File: src/rtl/alu_bist.sv
// Built-in self-test sequencer for the core ALU: drives LFSR operand pairs over every
// control code, folds each result/flags response into a rotate-XOR signature and grades it.
module alu_bist #(
    parameter int               WIDTH      = 32,
    parameter int               N_OPS      = 10,
    parameter int               N_PATTERNS = 8,
    parameter logic [WIDTH-1:0] LFSR_SEED  = WIDTH'(32'h0000_0001),
    parameter logic [WIDTH-1:0] SIG_SEED   = WIDTH'(32'h0000_0000),
    parameter logic [WIDTH-1:0] GOLDEN_SIG = WIDTH'(32'h0000_0000)
) (
    input  logic             clk,
    input  logic             reset,
    input  logic             start,
    input  logic             abort,
    output logic [WIDTH-1:0] op1,
    output logic [WIDTH-1:0] op2,
    output logic [3:0]       alu_control,
    input  logic [WIDTH-1:0] result,
    input  logic [3:0]       flags,
    output logic             busy,
    output logic             done,
    output logic             pass,
    output logic [WIDTH-1:0] signature,
    output logic [1:0]       dbg_state
);

    localparam int               HALF     = WIDTH / 2;
    localparam int               PW       = (N_PATTERNS > 1) ? $clog2(N_PATTERNS) : 1;
    localparam logic [WIDTH-1:0] TAPS     = WIDTH'(32'h8020_0003);
    localparam logic [3:0]       LAST_OP  = 4'(N_OPS - 1);
    localparam logic [PW-1:0]    LAST_PAT = PW'(N_PATTERNS - 1);

    typedef enum logic [1:0] {IDLE, APPLY, CAPTURE, DONE} state_t;

    state_t           state;
    logic [WIDTH-1:0] lfsr;
    logic [WIDTH-1:0] lfsr_next;
    logic [WIDTH-1:0] sig_next;
    logic [PW-1:0]    pat;

    assign dbg_state = state;

    // Second operand is a half-word swap of the first with alternating bits flipped.
    function automatic logic [WIDTH-1:0] mix(input logic [WIDTH-1:0] x);
        return {x[HALF-1:0], x[WIDTH-1:HALF]} ^ {HALF{2'b01}};
    endfunction

    always_comb begin
        lfsr_next = (lfsr >> 1) ^ (lfsr[0] ? TAPS : '0);
        sig_next  = {signature[WIDTH-2:0], signature[WIDTH-1]} ^ result
                    ^ {{(WIDTH-4){1'b0}}, flags};
    end

    always_ff @(posedge clk or posedge reset) begin
        if (reset) begin
            state       <= IDLE;
            lfsr        <= LFSR_SEED;
            pat         <= '0;
            op1         <= '0;
            op2         <= '0;
            alu_control <= '0;
            busy        <= 1'b0;
            done        <= 1'b0;
            pass        <= 1'b0;
            signature   <= '0;
        end else begin
            case (state)
                IDLE, DONE: begin
                    if (start && !abort) begin
                        state       <= APPLY;
                        lfsr        <= LFSR_SEED;
                        pat         <= '0;
                        signature   <= SIG_SEED;
                        done        <= 1'b0;
                        pass        <= 1'b0;
                        busy        <= 1'b1;
                        op1         <= LFSR_SEED;
                        op2         <= mix(LFSR_SEED);
                        alu_control <= '0;
                    end
                end
                APPLY, CAPTURE: begin
                    if (abort) begin
                        // Signature keeps its partial value so a cancelled run can be inspected.
                        state       <= IDLE;
                        busy        <= 1'b0;
                        done        <= 1'b0;
                        pass        <= 1'b0;
                        op1         <= '0;
                        op2         <= '0;
                        alu_control <= '0;
                    end else if (state == APPLY) begin
                        state <= CAPTURE;
                    end else begin
                        signature <= sig_next;
                        if (alu_control != LAST_OP) begin
                            alu_control <= alu_control + 4'd1;
                            state       <= APPLY;
                        end else if (pat != LAST_PAT) begin
                            pat         <= pat + 1'b1;
                            lfsr        <= lfsr_next;
                            op1         <= lfsr_next;
                            op2         <= mix(lfsr_next);
                            alu_control <= '0;
                            state       <= APPLY;
                        end else begin
                            state       <= DONE;
                            busy        <= 1'b0;
                            done        <= 1'b1;
                            pass        <= (sig_next == GOLDEN_SIG);
                            op1         <= '0;
                            op2         <= '0;
                            alu_control <= '0;
                        end
                    end
                end
                default: state <= IDLE;
            endcase
        end
    end

endmodule
File: config.mk
export PLATFORM = sky130hd
export DESIGN_NAME = alu_bist
export DESIGN_NICKNAME = d
export VERILOG_FILES = /design/src/rtl/alu_bist.sv
export SDC_FILE = /design/constraint.sdc
export NUM_CORES = 1
export LEC_CHECK = 0
export CAP_MARGIN = 20
export CORE_UTILIZATION = 54
export CTS_BUF_LIST = sky130_fd_sc_hd__clkbuf_8
export CTS_CLUSTER_DIAMETER = 40
export DETAILED_ROUTE_END_ITERATION = 8
export HOLD_SLACK_MARGIN = 0.15
export MAX_ROUTING_LAYER = met4
export PLACE_DENSITY = 0.95
export SYNTH_ARGS = -nofsm -noshare
export SYNTH_HDL_FRONTEND = slang
export SYNTH_SLANG_ARGS = --single-unit
File: constraint.sdc
create_clock -name clk -period 10.3 [get_ports clk]
set_input_delay 1.03 -clock clk [delete_from_list [all_inputs] [get_ports clk]]
set_output_delay 1.03 -clock clk [all_outputs]
set_load 0.1 [all_outputs]
==> results.md <==
* Worst r2r dst: lfsr[23]
* DRT Wirelength at 13,000 µm
* Total number of vias at between 4,000 and 5,000
* Root buffer cell: clkbuf_8
* Crit end category: flip-flop
* Hold_sp: op1[6]
* Post-route cell area at 7280 µm²
* Post-Synth Adder-Cell Area at 1.36%
* Row count at 36
* Post-CTS Setup Inserts at 0
* Worst r2r path cells at 8
* Initial Util at 56.0%
* Peak supply drop at approximately 0.35 mV
* Antenna-violating nets left at 0
* Pwr/cell area at around 350 nW/µm²
* Cts hold-fix bufs at 0
* Avg Inst Size Synth at 10.9 µm²
* Drt drc at 0
* CTS tree: yes
* Final hold vios at 0
* Met3 Use GR at 7.59%
* Drt initial violations at 321
* Hold endpoint: op1[6]
* Synth Area in XOR/XNOR at 6.67%
* Largest net degree at the start of global routing at 89
* Max Cap Viol at 0
* Post-Syn Instances at roughly 510
* Nets at 671
* GP Congestion at 0.841
* Worst Max-Slew Pin Slew at 1.01 ns
* Final setup viols at 0
* Synth area leaders: dfrtp_1, a22o_1, nand2_1
* Slew Limit Fails at 0
* Global-route wire length before repair at 20,800 µm
* Asr flop ratio synth at 100%
* Total die area at 10,600 µm²
* Biggest area consumer among synthesized cells: dfrtp_1
* Min Tclk post-route at 3.39 ns
* Maximum fanout along the worst path at 88
* RSZ-0062 raised after global routing: no
* Largest family of logic cells by synthesized area: compound AO/OA/AOI/OAI gates
* ANT cells at 0
* Fin util at 74.1%
* Hold Crit Class: reg2reg
* Die height at 103 µm
* Max_slew headroom at 32.2%
* Vias/cell at 5.62
* Area Overhead vs Synth at 32.3%
* Complex-gate fraction of the synthesized area at between 10% and 20%
* Final Cycle Share at 32.9%
* Worst skew pair latency at 0.42 ns
* Die width at 103 µm
* All-Layer GR Usage at 27.1%
* Post-DP HPWL at 9040 µm
* Routed len/inst at between 15 and 20 µm
* Crit-path max cell delay at 0.87 ns
* Critical path's slowest cell: ha_1
* Vias in the first global route at about 4,200
* Post-synth EDFFs at 0
* Total number of H-tree levels at 4
* Area share of the largest cell type after synthesis at 56.0%
* Busiest grt layer: met2
* Startpoint types: flip-flop
* Status: finished, final reports clean
* Cell area after placement at 6840 µm²
* Mapped Area at 5500 µm²
* P_leak at 3.31 nW
* CTS clk-pin slew, worst paths at roughly 0.070 ns
* Setup TNS at 0 ns
* Synth cell types at 38
* Clock Tree Buf Depth at 2
* Critical Path RT at 10.61 ns
* Hold depth at 2
* Share of layout cells above drive strength 1 at 6.91%
* Synthesized flop and latch total at about 120
* GRT met2 Usage at 43.0%
* Core area at 9820 µm²
* FMAX at 295 MHz
* Post-synthesis net count at 552
* Remaining Overflow, GRT at 0
* Synth Flop Type: dfrtp_1
* Initial DRT Pass Iterations at 5
* I/O pins at 145
* CTS sink cnt at roughly 120
* Critical path arrival at 3.70 ns
* Sequence of cells on the critical path: inv_1 > ha_1 > inv_2 > o221ai_4 > buf_4 > nor2_2 > buf_8 > a22o_1
* Mux share of post-synthesis cell area at 0%
* M1 GR Usage at approximately a third
* Setup slack, reg-to-reg at 6.91 ns
* Simple-Gate Fraction of Synth Area at a little over an eighth
* Sequential area share after synthesis at a little under three fifths
* CP Class: reg2reg
* Clock skew at 0.0105 ns
* R2R Path Start: dbg_state[0]
* Fill count at 673
* Post-cts sizing count at 0
* Port bufs at ~140
* Antenna violations before repair at 0
* TritonCTS Buffers at 17
* Synth Warn # at 0
-- power by group --
group	internal, W	total (W)	switching [W]
Combinational	0.000351	0.00145	0.00110
Clock	0.000221	0.000398	0.000177
Sequential	0.000599	0.000698	0.0000992
Total	0.00117	0.00254	0.00137
-- synthesized netlist by cell type, types with 2 or more instances --
cell type and instances:
dfrtp_1 123, nand2_1 87, a22o_1 64, nor2_1 37, o21ai_0 34, xor2_1 29, buf_4 21, clkbuf_1 16
nand4_1 15, buf_2 10, o21ai_1 9, nor4_1 7, ha_1 6, inv_1 6, o31ai_1 5, xor3_1 4
a21oi_1 3, buf_6 3, nand2b_1 3, or2_2 3, nor3_1 2, o22a_1 2, xnor2_1 2
-- sequential cells by signal (all words and copies together), names as in the netlist --
signal	flops
busy	1
op1	31
pat	3
done	1
dbg_state	2
lfsr	32
signature	32
alu_control	4
pass	1
op2	17
-- routing by layer --
metal  up-vias  wire (µm)
met2       199       6430
met1      2110       5360
met4         0        256
li1       2001          -
met3        19        906
met5         -          0
-- cells in the final DEF (no fill, tap or decap), types with 5 or more instances in the layout --
master	synthesis	final
a22o_1	64	64
clkbuf_8	0	19
clkdlybuf4s50_1	0	144
dfrtp_1	123	123
ha_1	6	6
inv_1	6	10
nand2_1	87	87
nand4_1	15	15
nor2_1	37	35
nor4_1	7	7
o21ai_0	34	34
o21ai_1	9	9
o31ai_1	5	5
xor2_1	29	29
-- worst max-delay path: cells and delay by family, from the launching register on --
| family | cells | cell delay, ns |
|---|---|---|
| buffers and inverters | 4 | 1.28 |
| adder cells (fa/ha/maj) | 1 | 0.87 |
| AO/OA/AOI/OAI | 2 | 0.46 |
| flip-flops | 1 | 0.40 |
| AND/OR/NAND/NOR | 1 | 0.22 |
-- kinds of logic (layout without fill, tap and decap cells) --
group | Yosys count | in the layout
compound gates | 122 | 122
buf+inv | 57 | 188
flops | 124 | 124
fa+ha+maj | 6 | 6
xor+xnor | 35 | 35
simple gates | 162 | 162
-- cell type report --
| cell class | instances | area (µm²) | area share, % |
|---|---|---|---|
| timing repair buffer | 150 | 1530 | 21.1 |
| clock buffer | 19 | 262 | 3.59 |
| inverter | 7 | 28.8 | 0.395 |
| multi-input combinational | 325 | 2070 | 28.5 |
| clock inverter | 12 | 109 | 1.50 |
| sequential | 124 | 3100 | 42.7 |
| tap | 133 | 166 | 2.29 |
-- through the flow --
stage               power, W  setup slack (ns)  std cells  hold slack [ns]
floorplan            0.00182              5.97        506            0.445
global placement     0.00209              6.42        736            0.456
detailed placement   0.00213              6.34        736            0.469
CTS                  0.00252              6.67        767            0.483
global route         0.00265              6.62        770            0.504
finish               0.00254              6.91        770            0.479
-- worst max path at each step --
stage                endpoint         start
2_1_floorplan  alu_control[0]         reset
3_3_place_gp         lfsr[17]         abort
3_5_place_dp         lfsr[23]         abort
4_1_cts              lfsr[23]  dbg_state[0]
5_1_grt              lfsr[29]  dbg_state[0]
6_report             lfsr[23]  dbg_state[0]
(Power assumes the default switching activity.)
